### config.mk
export PLATFORM = sky130hd
export DESIGN_NAME = mlp_frame_loader
export DESIGN_NICKNAME = d
export VERILOG_FILES = /design/src/rtl/mlp_frame_loader.sv
export SDC_FILE = /design/constraint.sdc
export NUM_CORES = 1
export LEC_CHECK = 0
export ABC_AREA = 1
export BUFFER_PORTS_ARGS = -buffer_cell sky130_fd_sc_hd__buf_4
export CORE_UTILIZATION = 40
export CTS_CLUSTER_DIAMETER = 200
export DETAILED_ROUTE_END_ITERATION = 6
export GPL_TIMING_DRIVEN = 0
export HOLD_SLACK_MARGIN = 0.08
export SYNTH_ARGS = -nofsm -noshare
export SYNTH_HDL_FRONTEND = slang
export SYNTH_SLANG_ARGS = --single-unit
### constraint.sdc
create_clock -name clk -period 2 [get_ports clk]
set_input_delay 0.6 -clock clk [delete_from_list [all_inputs] [get_ports clk]]
set_output_delay 0.6 -clock clk [all_outputs]
set_load 0.03 [all_outputs]
### src/rtl/mlp_frame_loader.sv
// Sample-to-feature front end for the combinational MLP core: quantizes and packs a frame,
// holds it for a settle window, then captures and presents the class index on a valid/ready port.
//
// state  | meaning
// LOAD   | accepting samples into staging slots (s_ready=1)
// SETTLE | inp held stable while the classifier resolves
// OUT    | captured class presented until m_ready
module mlp_frame_loader #(
  parameter int N_FEAT   = 6,
  parameter int FEAT_W   = 5,
  parameter int SAMPLE_W = 8,
  parameter int SHIFT    = 2,
  parameter int SETTLE   = 2,
  parameter int CLS_W    = 2,
  parameter int CNT_W    = 16
) (
  input  logic                       clk,
  input  logic                       rst,
  input  logic                       s_valid,
  output logic                       s_ready,
  input  logic [SAMPLE_W-1:0]        s_data,
  input  logic                       s_last,
  output logic [N_FEAT*FEAT_W-1:0]   inp,
  input  logic [CLS_W-1:0]           cls_in,
  output logic                       m_valid,
  input  logic                       m_ready,
  output logic [CLS_W-1:0]           m_class,
  output logic                       err_frame,
  output logic [CNT_W-1:0]           frame_cnt
);

  localparam int IDX_W = (N_FEAT > 1) ? $clog2(N_FEAT) : 1;
  localparam int SET_W = (SETTLE > 1) ? $clog2(SETTLE) : 1;
  localparam logic [IDX_W-1:0]    IDX_LAST = IDX_W'(N_FEAT - 1);
  localparam logic [SET_W-1:0]    SET_LAST = SET_W'(SETTLE - 1);
  localparam logic [SAMPLE_W-1:0] Q_MAX    = SAMPLE_W'((1 << FEAT_W) - 1);

  typedef enum logic [1:0] {ST_LOAD, ST_SETTLE, ST_OUT} state_t;

  state_t state, state_nxt;

  logic [IDX_W-1:0]          idx;
  logic [SET_W-1:0]          cnt;
  logic [FEAT_W-1:0]         stage [N_FEAT];
  logic [SAMPLE_W-1:0]       q_raw;
  logic [FEAT_W-1:0]         q;
  logic [N_FEAT*FEAT_W-1:0]  frame_vec;
  logic                      at_last;
  logic                      accept;
  logic                      frame_done;
  logic                      frame_bad;
  logic                      capture;

  assign q_raw   = s_data >> SHIFT;
  assign q       = (q_raw > Q_MAX) ? Q_MAX[FEAT_W-1:0] : q_raw[FEAT_W-1:0];
  assign at_last = (idx == IDX_LAST);

  // Final sample bypasses staging so inp is loaded on the same edge it is accepted.
  always_comb begin
    frame_vec = '0;
    for (int k = 0; k < N_FEAT; k++) begin
      frame_vec[k*FEAT_W +: FEAT_W] = stage[k];
    end
    frame_vec[(N_FEAT-1)*FEAT_W +: FEAT_W] = q;
  end

  always_ff @(posedge clk) begin
    if (rst) state <= ST_LOAD;
    else     state <= state_nxt;
  end

  always_comb begin
    state_nxt  = state;
    s_ready    = 1'b0;
    accept     = 1'b0;
    frame_done = 1'b0;
    frame_bad  = 1'b0;
    capture    = 1'b0;
    case (state)
      ST_LOAD: begin
        s_ready = 1'b1;
        accept  = s_valid;
        if (accept) begin
          if (at_last && s_last) begin
            frame_done = 1'b1;
            state_nxt  = ST_SETTLE;
          end else if (at_last != s_last) begin
            frame_bad = 1'b1;
          end
        end
      end
      ST_SETTLE: begin
        if (cnt == SET_LAST) begin
          capture   = 1'b1;
          state_nxt = ST_OUT;
        end
      end
      ST_OUT: begin
        if (m_ready) state_nxt = ST_LOAD;
      end
      default: state_nxt = ST_LOAD;
    endcase
  end

  always_ff @(posedge clk) begin
    if (rst) begin
      idx       <= '0;
      cnt       <= '0;
      inp       <= '0;
      m_valid   <= 1'b0;
      m_class   <= '0;
      err_frame <= 1'b0;
      frame_cnt <= '0;
      for (int k = 0; k < N_FEAT; k++) stage[k] <= '0;
    end else begin
      err_frame <= frame_bad;
      if (accept) begin
        if (frame_done || frame_bad) begin
          idx <= '0;
        end else begin
          stage[idx] <= q;
          idx        <= idx + 1'b1;
        end
      end
      if (frame_done) begin
        stage[IDX_LAST] <= q;
        inp             <= frame_vec;
        frame_cnt       <= frame_cnt + 1'b1;
        cnt             <= '0;
      end
      if (state == ST_SETTLE) cnt <= cnt + 1'b1;
      if (capture) begin
        m_class <= cls_in;
        m_valid <= 1'b1;
      end else if (state == ST_OUT && m_ready) begin
        m_valid <= 1'b0;
      end
    end
  end

endmodule
==> metrics.txt <==
# TYPE chip_impl_metric gauge
chip_impl_metric{name="synth.lib_cells_used.distinct",unit=""} 26
chip_impl_metric{name="synthesis.area",unit="um2"} 3199
chip_impl_metric{name="pwr_density_cell",unit="nW/um2"} 699.2
chip_impl_metric{name="post-route-min-period",unit="ns"} 2.004
chip_impl_metric{name="r2r_setup_slk",unit="ns"} -0.004
chip_impl_metric{name="path_max_fanout",unit=""} 5
chip_impl_info{name="r2r_start",value="idx[1]"} 1
chip_impl_info{name="synth_area_leaders",value="sky130_fd_sc_hd__dfxtp_1 35%, sky130_fd_sc_hd__edfxtp_1 23%, sky130_fd_sc_hd__nand2_1 12%"} 1
chip_impl_metric{name="pre_cts_slack",unit="ns"} -0.2971
chip_impl_info{name="tritoncts_clock_tree",value="done"} 1
chip_impl_metric{name="yosysSeqAreaShare",unit="%"} 58.51
chip_impl_metric{name="wl_per_cell",unit="um"} 12.44
chip_impl_metric{name="total_leakage_power",unit="nW"} 1.797
chip_impl_info{name="clock-root-buffer",value="sky130_fd_sc_hd__clkbuf_8"} 1
chip_impl_metric{name="max-cap-violations",unit=""} 0
chip_impl_metric{name="worst_setup_hold_path_clk_slew",unit="ns"} 0.08
chip_impl_metric{name="cts_max_level",unit=""} 3
chip_impl_metric{name="globalRouteMet1Util",unit="%"} 21.83
chip_impl_info{name="largest_area_contributor_in_the_synthesized_netlist",value="sky130_fd_sc_hd__dfxtp_1"} 1
chip_impl_metric{name="design.die.area",unit="um2"} 8360
chip_impl_metric{name="place.detailed.hpwl",unit="mm"} 4.880
chip_impl_metric{name="final.hold.worst_slack",unit="ns"} 0.4486
chip_impl_metric{name="post-synth-top-area-fraction",unit="%"} 35.04
chip_impl_metric{name="cts_buffers",unit=""} 9
chip_impl_info{name="timing.hold.worst.class",value="reg2reg"} 1
chip_impl_metric{name="use_met2",unit="%"} 30.08
chip_impl_metric{name="cts.sinks",unit=""} 81
chip_impl_metric{name="total_routed_length",unit="mm"} 6.980
chip_impl_metric{name="antenna_left",unit=""} 0
chip_impl_metric{name="yosysWarningCount",unit=""} 0
chip_impl_metric{name="synthesis.instances",unit=""} 367
chip_impl_info{name="failed_checks",value="setup timing"} 1
chip_impl_metric{name="routabilityCongestion",unit=""} 0.7489
chip_impl_metric{name="synth_fp_nets",unit=""} 386
chip_impl_metric{name="setup_ws",unit="ns"} -0.003769
chip_impl_metric{name="cts-root-to-sink-buffers",unit=""} 2
chip_impl_metric{name="worst_vdd_rail_ir_drop",unit="uV"} 309.2
chip_impl_metric{name="grt_start_max_net_pins",unit=""} 14
chip_impl_metric{name="worstMarginPinSlew",unit="ns"} 0.9625
chip_impl_metric{name="antenna_found_initial",unit=""} 0
chip_impl_metric{name="die_w",unit="um"} 91.44
chip_impl_metric{name="finalHoldViolCount",unit=""} 0
chip_impl_metric{name="critPathArrivalTime",unit="ns"} 2.06
chip_impl_metric{name="setup_violations",unit=""} 5
chip_impl_metric{name="core_area",unit="um2"} 7727
chip_impl_metric{name="worstSkewPairLatency",unit="ns"} 0.35
chip_impl_info{name="outcome",value="finished with violations"} 1
chip_impl_metric{name="die_height",unit="um"} 91.44
chip_impl_info{name="critical_path_endpoint",value="stage[2][2]"} 1
chip_impl_metric{name="drt-initial-drc-count",unit=""} 60
chip_impl_metric{name="yosys_register_bits",unit=""} 81
chip_impl_metric{name="pin_count",unit=""} 66
chip_impl_info{name="worst-setup-path-type",value="reg2reg"} 1
chip_impl_metric{name="via_count",unit=""} 2646
chip_impl_info{name="mostFrequentLayoutCell",value="sky130_fd_sc_hd__nand2_1"} 1
chip_impl_metric{name="area.growth.synth_to_final",unit="%"} 34.69
chip_impl_metric{name="insertedDiodeCount",unit=""} 0
chip_impl_metric{name="worstRegToRegCells",unit=""} 10
chip_impl_metric{name="maxClockFrequency",unit="MHz"} 499.1
chip_impl_metric{name="worst_hold_stages",unit=""} 2
chip_impl_metric{name="buffer_ports.inserted",unit=""} 62
chip_impl_metric{name="final_nets",unit=""} 473
chip_impl_metric{name="timing.critical_path.required",unit="ns"} 2.06
chip_impl_metric{name="skew",unit="ns"} 0.005779
chip_impl_metric{name="grt_pass1_wl",unit="mm"} 11.56
chip_impl_metric{name="layout.core_utilization",unit="%"} 55.76
chip_impl_metric{name="slew_violations",unit=""} 0
chip_impl_metric{name="grt_remaining_overflow",unit=""} 0
chip_impl_metric{name="grtUsageTotal",unit="%"} 17.96
chip_impl_metric{name="drive_gt1_share",unit="%"} 31.37
chip_impl_info{name="endpoint_kind",value="register"} 1
chip_impl_metric{name="global_route.usage.met3",unit="%"} 4.858
chip_impl_info{name="worst_setup_path_startpoint",value="idx[1]"} 1
chip_impl_metric{name="first_global_vias",unit=""} 2453
chip_impl_info{name="rsz0062_at_grt",value="true"} 1
chip_impl_metric{name="final.setup.tns",unit="ns"} -0.01789
chip_impl_metric{name="final.period_utilization",unit="%"} 100.2
chip_impl_info{name="grt.busiest_layer",value="met2"} 1
chip_impl_info{name="r2r-end",value="stage[2][2]"} 1
chip_impl_metric{name="timing.max_slew.rel_slack",unit="%"} 35.83
chip_impl_metric{name="start_util",unit="%"} 41.40
chip_impl_info{name="most-common-layout-cells",value="91 x sky130_fd_sc_hd__nand2_1, 72 x sky130_fd_sc_hd__buf_4, 54 x sky130_fd_sc_hd__dfxtp_1, 45 x sky130_fd_sc_hd__nor2_1, 39 x sky130_fd_sc_hd__nand3_1"} 1
chip_impl_metric{name="detailedRoute.firstPassIterationCount",unit=""} 4
chip_impl_metric{name="post_drt_via_cell_ratio",unit=""} 4.717
chip_impl_metric{name="drc_errors",unit=""} 0
chip_impl_info{name="critPathLaunchType",value="register"} 1
chip_impl_metric{name="totalPowerFinal",unit="mW"} 3.013
chip_impl_info{name="worst_hold_start",value="inp[20]"} 1
chip_impl_metric{name="syn_avg_cell_area",unit="um2"} 8.717
chip_impl_metric{name="row_count",unit=""} 32
cells by family (layout without fill, tap and decap cells):
kind of cell / count (synthesis) / count (layout) / synth area share (%)
XOR/XNOR: 3 / 3 / 0.8214
AO/OA/AOI/OAI: 32 / 32 / 5.867
adder cells (fa/ha/maj): 4 / 4 / 1.564
buffers and inverters: 31 / 123 / 3.794
flip-flops: 81 / 81 / 58.51
AND/OR/NAND/NOR: 216 / 216 / 29.45
worst min-delay path by stage:
stage / to / slack [ns]
floorplan: inp[3] / 0.45
global placement: inp[9] / 0.43
detailed placement: inp[3] / 0.44
CTS: inp[14] / 0.45
global route: inp[14] / 0.46
finish: inp[20] / 0.45
area by class of cell:
type                    instances  area (um2)
clock buffers                  13       138.9
fillers                       742        3418
multi-input cells             255        1399
inverters                      19       75.07
plain buffers                  11       52.55
flip-flops and latches         81        1877
clock inverters                 3       42.54
repair buffers                 77       596.8
well taps                     102       127.6
layer usage:
metal	part of all wire (%)	up-vias
met4	1.4	0
met2	48	63
met5	0	-
met3	6.1	8
li1	-	1373
met1	45	1202
critical path, stage by stage (launching register included):
cell                         delay [ns]
sky130_fd_sc_hd__dfxtp_4           0.36
sky130_fd_sc_hd__clkinvlp_4        0.08
sky130_fd_sc_hd__ha_2              0.17
sky130_fd_sc_hd__nand2_1           0.06
sky130_fd_sc_hd__inv_1             0.04
sky130_fd_sc_hd__ha_2              0.27
sky130_fd_sc_hd__nor2_4            0.16
sky130_fd_sc_hd__nand2_4           0.08
sky130_fd_sc_hd__nor2_4            0.22
sky130_fd_sc_hd__nand3_4           0.15
sky130_fd_sc_hd__nand2_4           0.12
stage by stage:
step           instances  area, um2
2_1_floorplan        367       3211
6_report             561       4309
3_5_place_dp         531       3804
4_1_cts              560       4154
3_3_place_gp         531       3804
5_1_grt              561       4309
sequential cells by signal (all words and copies together), names as in the netlist:
name and cells:
inp 30, stage 25, frame_cnt 16, idx 3, m_class 2, state 2
cnt 1, err_frame 1, m_valid 1
cell usage after synthesis, drive strengths merged:
cell type	instances
nand2	102
nor2	63
dfxtp	56
nand3	44
edfxtp	25
inv	19
o21ai	15
a21oi	14
buf	6
clkbuf	6
ha	4
nor3	4
or2	2
xnor2	2
a21o	1
nand3b	1
o31ai	1
o32ai	1
xor2	1
report_power, final:
group	total, mW	leakage [nW]	switching (mW)	internal (mW)
clock network	1.14	0.0876	0.560	0.577
registers	1.72	0.712	0.00782	1.71
logic	0.157	0.998	0.105	0.0519
total	3.01	1.80	0.672	2.34
what timing repair did:
| action | 4_1_cts | 5_1_grt |
|---|---|---|
| setup endpoints to repair | 60 | 76 |
| gates resized for setup | 15 | 38 |
| buffers inserted | 13 | 2 |
| hold buffers | 0 | 0 |
| gates cloned | 0 | 0 |
| pin swaps | 9 | 7 |
No activity file was read; power rests on OpenSTA's default activity.
